==> config.mk <==
export PLATFORM = sky130hd
export DESIGN_NAME = demux_1x8_deser_flat
export DESIGN_NICKNAME = d
export VERILOG_FILES = /design/src/rtl/demux_1x8_deser_pkg.sv /design/src/rtl/demux_1x8_deser_if.sv /design/src/rtl/demux_1x8_deser_demux.sv /design/src/rtl/demux_1x8_deser.sv /design/src/flat_wrapper.sv
export SDC_FILE = /design/constraint.sdc
export NUM_CORES = 1
export LEC_CHECK = 0
export BUFFER_PORTS_ARGS = -buffer_cell sky130_fd_sc_hd__buf_2
export CORE_MARGIN = 5
export CORE_UTILIZATION = 52
export CTS_BUF_LIST = sky130_fd_sc_hd__clkbuf_16
export DETAILED_ROUTE_END_ITERATION = 10
export GPL_TIMING_DRIVEN = 0
export PLACE_DENSITY = 0.82
export SYNTH_ARGS = -nofsm -noshare
export SYNTH_HDL_FRONTEND = slang
export SYNTH_SLANG_ARGS = --single-unit
==> constraint.sdc <==
create_clock -name clk -period 4.1 [get_ports clk]
set_clock_uncertainty 0.15 [all_clocks]
set_input_delay 0 -clock clk [delete_from_list [all_inputs] [get_ports clk]]
set_output_delay 0 -clock clk [all_outputs]
set_load 0.05 [all_outputs]
==> src/rtl/demux_1x8_deser_pkg.sv <==
// Shared constants and state encoding for the 1-to-8 demultiplexer/deserializer.
// Imported by the interface, the lane decoder and the top.
package demux_1x8_deser_pkg;

    localparam int unsigned LANES = 8;
    localparam int unsigned IDX_W = 3;

    localparam logic MODE_ADDR = 1'b0;
    localparam logic MODE_SEQ  = 1'b1;

    typedef enum logic {
        ST_FILL = 1'b0,
        ST_HOLD = 1'b1
    } state_t;

endpackage

==> src/rtl/demux_1x8_deser_if.sv <==
// Beat input, frame handshake and lane outputs of demux_1x8_deser.
// The master side is the source/consumer; the slave side is the block.
interface demux_1x8_deser_if #(
    parameter int WIDTH = 1
);
    import demux_1x8_deser_pkg::*;

    logic [WIDTH-1:0] din;
    logic             din_valid;
    logic             din_ready;
    logic             mode;
    logic [IDX_W-1:0] sel;
    logic             frame_ack;
    logic [WIDTH-1:0] a, b, c, d, e, f, g, h;
    logic [IDX_W-1:0] lane;
    logic             frame_valid;

    modport master (
        output din, din_valid, mode, sel, frame_ack,
        input  din_ready, a, b, c, d, e, f, g, h, lane, frame_valid
    );

    modport slave (
        input  din, din_valid, mode, sel, frame_ack,
        output din_ready, a, b, c, d, e, f, g, h, lane, frame_valid
    );

endinterface

==> src/rtl/demux_1x8_deser_demux.sv <==
// Combinational 3-to-8 one-hot decoder producing per-lane write enables.
// All enables are low when en is low.
module demux_1x8
    import demux_1x8_deser_pkg::*;
(
    input  logic [IDX_W-1:0] idx,
    input  logic             en,
    output logic [LANES-1:0] oh
);

    always_comb begin
        oh = '0;
        if (en) begin
            oh[idx] = 1'b1;
        end
    end

endmodule

==> src/rtl/demux_1x8_deser.sv <==
// Routes one input stream onto eight registered lanes, either addressed by sel
// or filled in order as a frame released under a valid/ack handshake.
module demux_1x8_deser
    import demux_1x8_deser_pkg::*;
#(
    parameter int WIDTH = 1
) (
    input  logic              clk,
    input  logic              reset,
    demux_1x8_deser_if.slave  bus
);

    state_t           state;
    logic [IDX_W-1:0] lane;
    logic             frame_valid;
    logic [WIDTH-1:0] lanes [LANES];
    logic             accept;
    logic [IDX_W-1:0] wr_idx;
    logic [LANES-1:0] wr_en;

    // Ready depends only on registered state and mode, never on din_valid.
    assign bus.din_ready = (bus.mode == MODE_ADDR) || (state == ST_FILL);
    assign accept        = bus.din_valid && bus.din_ready;
    assign wr_idx        = (bus.mode == MODE_SEQ) ? lane : bus.sel;

    demux_1x8 u_demux (
        .idx (wr_idx),
        .en  (accept),
        .oh  (wr_en)
    );

    always_ff @(posedge clk or posedge reset) begin
        if (reset) begin
            state       <= ST_FILL;
            lane        <= '0;
            frame_valid <= 1'b0;
        end else if (bus.mode == MODE_ADDR) begin
            // Leaving SEQ abandons any partial or held frame.
            state       <= ST_FILL;
            lane        <= '0;
            frame_valid <= 1'b0;
        end else begin
            case (state)
                ST_FILL: begin
                    if (accept) begin
                        lane <= lane + 1'b1;
                        if (lane == IDX_W'(LANES - 1)) begin
                            state       <= ST_HOLD;
                            frame_valid <= 1'b1;
                        end
                    end
                end
                ST_HOLD: begin
                    if (bus.frame_ack) begin
                        state       <= ST_FILL;
                        frame_valid <= 1'b0;
                    end
                end
                default: begin
                    state       <= ST_FILL;
                    lane        <= '0;
                    frame_valid <= 1'b0;
                end
            endcase
        end
    end

    always_ff @(posedge clk or posedge reset) begin
        if (reset) begin
            for (int unsigned i = 0; i < LANES; i++) begin
                lanes[i] <= '0;
            end
        end else begin
            for (int unsigned i = 0; i < LANES; i++) begin
                if (wr_en[i]) begin
                    lanes[i] <= bus.din;
                end
            end
        end
    end

    assign bus.a           = lanes[0];
    assign bus.b           = lanes[1];
    assign bus.c           = lanes[2];
    assign bus.d           = lanes[3];
    assign bus.e           = lanes[4];
    assign bus.f           = lanes[5];
    assign bus.g           = lanes[6];
    assign bus.h           = lanes[7];
    assign bus.lane        = lane;
    assign bus.frame_valid = frame_valid;

endmodule

==> src/flat_wrapper.sv <==
// flat-port wrapper written by rule: the top's interface ports become plain ports
module demux_1x8_deser_flat import demux_1x8_deser_pkg::*;
#(
    parameter int WIDTH = 1
)
  (clk, reset, bus_din, bus_din_valid, bus_mode, bus_sel, bus_frame_ack, bus_din_ready, bus_a, bus_b, bus_c, bus_d, bus_e, bus_f, bus_g, bus_h, bus_lane, bus_frame_valid);
  demux_1x8_deser_if #(.WIDTH(WIDTH)) bus_i ();
  input  logic clk;
  input  logic reset;
  input wire logic [$bits(bus_i.din)-1:0] bus_din;
  input wire logic [$bits(bus_i.din_valid)-1:0] bus_din_valid;
  input wire logic [$bits(bus_i.mode)-1:0] bus_mode;
  input wire logic [$bits(bus_i.sel)-1:0] bus_sel;
  input wire logic [$bits(bus_i.frame_ack)-1:0] bus_frame_ack;
  output wire logic [$bits(bus_i.din_ready)-1:0] bus_din_ready;
  output wire logic [$bits(bus_i.a)-1:0] bus_a;
  output wire logic [$bits(bus_i.b)-1:0] bus_b;
  output wire logic [$bits(bus_i.c)-1:0] bus_c;
  output wire logic [$bits(bus_i.d)-1:0] bus_d;
  output wire logic [$bits(bus_i.e)-1:0] bus_e;
  output wire logic [$bits(bus_i.f)-1:0] bus_f;
  output wire logic [$bits(bus_i.g)-1:0] bus_g;
  output wire logic [$bits(bus_i.h)-1:0] bus_h;
  output wire logic [$bits(bus_i.lane)-1:0] bus_lane;
  output wire logic [$bits(bus_i.frame_valid)-1:0] bus_frame_valid;
  assign bus_i.din = bus_din;
  assign bus_i.din_valid = bus_din_valid;
  assign bus_i.mode = bus_mode;
  assign bus_i.sel = bus_sel;
  assign bus_i.frame_ack = bus_frame_ack;
  assign bus_din_ready = bus_i.din_ready;
  assign bus_a = bus_i.a;
  assign bus_b = bus_i.b;
  assign bus_c = bus_i.c;
  assign bus_d = bus_i.d;
  assign bus_e = bus_i.e;
  assign bus_f = bus_i.f;
  assign bus_g = bus_i.g;
  assign bus_h = bus_i.h;
  assign bus_lane = bus_i.lane;
  assign bus_frame_valid = bus_i.frame_valid;
  demux_1x8_deser #(.WIDTH(WIDTH)) u_core (.clk(clk), .reset(reset), .bus(bus_i));
endmodule
======== Word level (Yosys, flattened, before mapping) ========
Cells that the tools add are included.
word-level totals
  bits in registers ....................... 13
  input bits .............................. 9
  word-level logic and storage cells ...... 44
operators by class
  add/sub/neg operators ................... 1
  magnitude comparators ................... 2
  eq/ne operators ......................... 6
  multiplexer cells ....................... 17
  bitwise logic cells ..................... 2
  reductions and logical operators ........ 5
operators by type and width
  cell                 count
  $mux 3               4
  $mux 1               9
  $mux 8               1
  $ne 3x3->1 const B   2
  $lt 3x4->1 const B   1
  $pmux 1 s2           2
  $add 3x1->3 const B  1
  $demux 1 s3          1
  $eq 3x3->1 const B   1
  $ge 3x1->1 const B   1
  $ne 3x2->1 const B   1
  $reduce_and 3->1     1
  $logic_and 1x1->1    2
  $ne 2x1->1 const B   1
  $ne 2x2->1 const B   1
  $not 1->1            2
  $reduce_and 2->1     1
  $logic_or 1x1->1     1

======== Depth between registers and ports, before layout ========
  depth in word-level cells ............... 6
  gate-level depth with buffers ........... 5
  depth with buffers taken out ............ 5

======== Cells and area by module ========
A second synthesis with hierarchy kept.
second synthesis, totals
  cells, all modules ...................... 55
  area total of the unflattened synthesis .. 679.4 sq um
modules (own cells, without submodules)
  module           instances  cells each  area an instance (sq um)
  demux_1x8_deser  1          47          583.1
  demux_1x8        1          8           96.3

======== Least setup slack after synthesis ========
No wires, ideal clock.
  path type ............................... reg-to-reg
  start ................................... register u_core.lane[0], in the netlist u_core.bus.lane[0]
  end ..................................... register u_core.lanes (netlist bit u_core.bus.g)
  arrival time ............................ 1.483 ns
  required time ........................... 3.825 ns
  setup slack ............................. 2.342 ns
  stages on the path, launching flop included .. 4
  buffers on the path ..................... 0
  period minus slack after synthesis ...... 1.758 ns
  cell sequence ........................... dfrtp_1 and4bb_2 a2bb2oi_1 mux2_2
between the ends
  cells in the longest elaborated chain, start to end .. 6
ends and longest elaborated chain
  what                                                                   line                         RTL
  from (decl)                                                            demux_1x8_deser.sv:14        logic [IDX_W-1:0] lane;
  from (signal assigned)                                                 demux_1x8_deser.sv:46        lane <= lane + 1'b1;
  $mux 3 (*)                                                             demux_1x8_deser.sv:24        assign wr_idx = (bus.mode == MODE_SEQ) ? lane : bus.sel;
  $lt 3x4->1 (implied by the code) / $ge 3x1->1 (equally long branches)  demux_1x8_deser_demux.sv:14  oh[idx] = 1'b1;
  $logic_and 1x1->1 (implied by the code)                                demux_1x8_deser_demux.sv:14
  $mux 1 (implied by the code)                                           demux_1x8_deser_demux.sv:14
  $demux 1 s3 (*)                                                        demux_1x8_deser_demux.sv:14
  $mux 8 (*)                                                             demux_1x8_deser_demux.sv:13  if (en) begin
  to (signal, indexed assignment)                                        demux_1x8_deser.sv:76        lanes[i] <= bus.din;
  to (decl)                                                              demux_1x8_deser.sv:16        logic [WIDTH-1:0] lanes [LANES];
Every way passes the cells marked *; elsewhere a longest branch is shown, timed or not.
A chain may end at the register's enable or synchronous reset.

======== Worst setup path after layout ========
  start ................................... register u_core.state
  end ..................................... register u_core.lanes (netlist bit u_core.bus.f)
between the ends
  cells in the longest elaborated chain, start to end .. 4
ends and longest elaborated chain
  what                    line                         RTL
  from (decl)             demux_1x8_deser.sv:13        state_t state;
  from (signal assigned)  demux_1x8_deser.sv:34        state <= ST_FILL;
  from (signal assigned)  demux_1x8_deser.sv:39        state <= ST_FILL;
  from (signal assigned)  demux_1x8_deser.sv:48        state <= ST_HOLD;
  $not 1->1               demux_1x8_deser.sv:22        assign bus.din_ready = (bus.mode == MODE_ADDR) || (state == ST_FILL);
  $logic_or 1x1->1        demux_1x8_deser.sv:22
  $logic_and 1x1->1       demux_1x8_deser.sv:23        assign accept = bus.din_valid && bus.din_ready;
  $mux 8                  demux_1x8_deser_demux.sv:13
Every way passes these cells.

==> metrics.cfg <==
[run_status]
run_status = completed

[yosys]
synth_cells = 60
avgSynthCellArea_sq_um = 11.9
synth_top_cell_by_area = dfrtp_1
synth_cell_types = 23
synth_edf_count = 0
syn_area_sq_um = 713
synthTopCellsByArea = dfrtp_1 (46%), mux2_2 (9.5%), a2bb2oi_1 (4.9%), mux2i_1 (4.2%), nand3b_1 (4.2%)
synth_top_area_share_pct = 45.6
ys_async_sr_fraction_pct = 100
synth-warning-count = 0
ys_seq_area_share_pct = 45.6
synth_ff_type = dfrtp_1
synth_nets = 71
synth_seq_cells = 13
yosys-top-cells-count = dfrtp_1 (13), mux2_2 (6), a2bb2oi_1 (4), nand3b_1 (4)
synth.most_common_cell = dfrtp_1

[grt]
first_global_vias = 591
antenna_found_initial = 0
grt_max_degree = 14
grt_overflow = 0
grt_usage_pct = 17.6
grt_pass1_wl_um = 2670

[sta]
fmax_ghz = 0.606
finalSetupViolations = 0
drv_slew = 0
finalSetupTns_ns = 0
tightest_slew_ns = 0.497
finalHoldViolations = 0
relSlewSlack_pct = 66.9
rsz0062_at_grt = no
period_share_pct = 40.3
min_period_ns = 1.65

[die]
io_pins = 22
die_h_um = 47.0
floorplan.die.width_um = 47.0
num_rows = 13
core_area_sq_um = 1300
dieArea_sq_um = 2210
initial_core_util_pct = 54.8

[clocking]
cts_sinks = 13
insertion_delay_ns = 0.24
post_cts_resized = 0
cts_max_path_buffers = 2
cts_setup_buffers = 0
clk_pin_slew_ns = 0.04
cts_buffers = 3
root_buffer = clkbuf_16
htree_levels = 1
tritoncts = done

[hold_path]
holdCritPathClass = input port to register
min_to = u_core.state
hold_depth = 4
hp-start = bus_din_valid

[finish]
antenna_cells = 0
synthToLayoutAreaGrowth_pct = 32.6
layout.nets = 100
instances_no_fill = 103
drive_above_1_share_pct = 37.5
fill_cells = 107

[power_and_ir_drop]
peakVddDrop_uv = 362
leakagePower_nw = 0.449
p_per_area_nw_per_um2 = 558

[worst_setup_path]
worst_setup_path_end_kind = register
worstPathRequired_ns = 4.07
cp-start-kind = register
arrival_ns = 1.62
rrSetupSlack_ns = 2.45
cp_cell_sequence = nand4b_1 -> a22oi_1 -> mux2_1
max_stage_delay_ns = 0.43
path_class = register to register
worstReg2RegEnd = u_core.bus.f
regToRegStartpoint = u_core.state
crit_fanout = 6
worstRegToRegCells = 3
slowest_stage = dfrtp_1

[detailed_routing]
drt_iter0_markers = 14
final_antenna_net_count = 0
wl_um = 1600
remaining_drc_errors = 0
wl_per_cell_um = 15.6
via_count = 589
routed_via_density = 5.72
dr.pass1.iters = 4

[flow_run]
max_cap_violations = 0

[place]
dp_hpwl_um = 1160
place_inst = 96
portBuffers = 21
gp_congestion = 0.815

-- metal layers --
metal / part of all wire, % / global-route usage [%] / vias to the layer above
li1: - / - / 286
met1: 44 / 21.7 / 272
met2: 46 / 26.6 / 25
met3: 7.7 / 4.98 / 6
met4: 2.4 / 11.6 / 0
met5: 0 / 0 / -
-- state kept, by name (all words and copies together) (netlist names) --
name and cells:
u_core.bus.h 1, u_core.bus.a 1, u_core.bus.b 1, u_core.bus.d 1, u_core.bus.g 1, u_core.bus.frame_valid 1, u_core.bus.f 1, u_core.state 1
u_core.bus.lane 3, u_core.bus.e 1, u_core.bus.c 1
-- cells by family after synthesis --
kind of cell	share of synthesized area, %
AND/OR/NAND/NOR	20.2
flip-flops	45.6
multiplexers	16.8
AO/OA/AOI/OAI	10.5
buffers and inverters	2.11
adder cells (fa/ha/maj)	3.51
XOR/XNOR	1.23
-- per-stage QoR --
stage               power (mW)  hold WS [ns]  instance area, sq um  setup WS (ns)  utilization [%]
detailed placement       0.346        -0.102                   837           2.47             64.3
finish                   0.528        0.0664                   946           2.45             72.7
global route             0.549         0.109                   946           2.37             72.7
floorplan                0.302        -0.273                   713           2.34                -
CTS                      0.530        0.0743                   946           2.44             72.7
global placement         0.342        -0.110                   837           2.49             64.3
-- area by class of cell --
type	instances	area, sq um	share of cell area, %
flip-flops and latches	13	325	34.4
multi-input cells	44	373	39.4
clock inverters	1	3.75	0.397
well taps	15	18.8	1.98
repair buffers	24	135	14.3
plain buffers	1	7.51	0.794
inverters	2	7.51	0.794
clock buffers	3	75.1	7.94
-- critical path: cells and delay by family (launching register included) --
| kind | cells | cell delay (ns) |
|---|---|---|
| AOI/OAI and AO/OA | 1 | 0.28 |
| DFF | 1 | 0.43 |
| muxes | 1 | 0.35 |
| and+or+nand+nor | 1 | 0.32 |
-- cell usage in the layout, fill, tap and decap left out --
| cell type | netlist | final |
|---|---|---|
| inv_1 | 2 | 3 |
| a21oi_1 | 1 | 1 |
| a22oi_1 | 3 | 3 |
| nand3_1 | 1 | 1 |
| buf_2 | 0 | 21 |
| nor2b_1 | 3 | 3 |
| nand4b_1 | 1 | 1 |
| a2bb2oi_1 | 4 | 4 |
| nand3b_1 | 4 | 4 |
| nor3_1 | 1 | 1 |
| buf_4 | 1 | 1 |
| mux2_1 | 2 | 2 |
| nand2_1 | 2 | 2 |
| clkbuf_16 | 0 | 3 |
| ha_1 | 2 | 2 |
| o22ai_1 | 2 | 2 |
| mux2_2 | 6 | 6 |
| xor2_1 | 1 | 1 |
| dfrtp_1 | 13 | 13 |
| mux2i_1 | 3 | 3 |
| and4bb_2 | 1 | 1 |
| and2_1 | 3 | 3 |
| or3b_1 | 2 | 2 |
| dlygate4sd3_1 | 0 | 3 |
| nor3b_1 | 1 | 1 |
| nor3b_2 | 1 | 1 |
-- worst max path at each step --
stage / from / cells past startpoint / slack [ns] / end
after floorplan: u_core.bus.lane[0] / 3 / 2.34 / u_core.bus.g
final: u_core.state / 3 / 2.45 / u_core.bus.f
after detailed placement: u_core.bus.lane[1] / 3 / 2.47 / u_core.bus.b
after global routing: u_core.state / 3 / 2.37 / u_core.bus.c
after global placement: u_core.state / 3 / 2.49 / u_core.bus.e
after CTS: u_core.state / 3 / 2.44 / u_core.bus.c
-- power breakdown --
part / total [mW] / internal, mW / switching, mW
Clock: 0.183 / 0.129 / 0.0539
Sequential: 0.169 / 0.155 / 0.0138
Combinational: 0.176 / 0.0494 / 0.127
-- what timing repair did --
item | 4_1_cts | 5_1_grt
endpoints found under the hold margin | 23 | 0
endpoints found under the setup margin | 0 | 0
hold buffers | 3 | 0
Note: power is estimated with default switching activity, not from simulation.
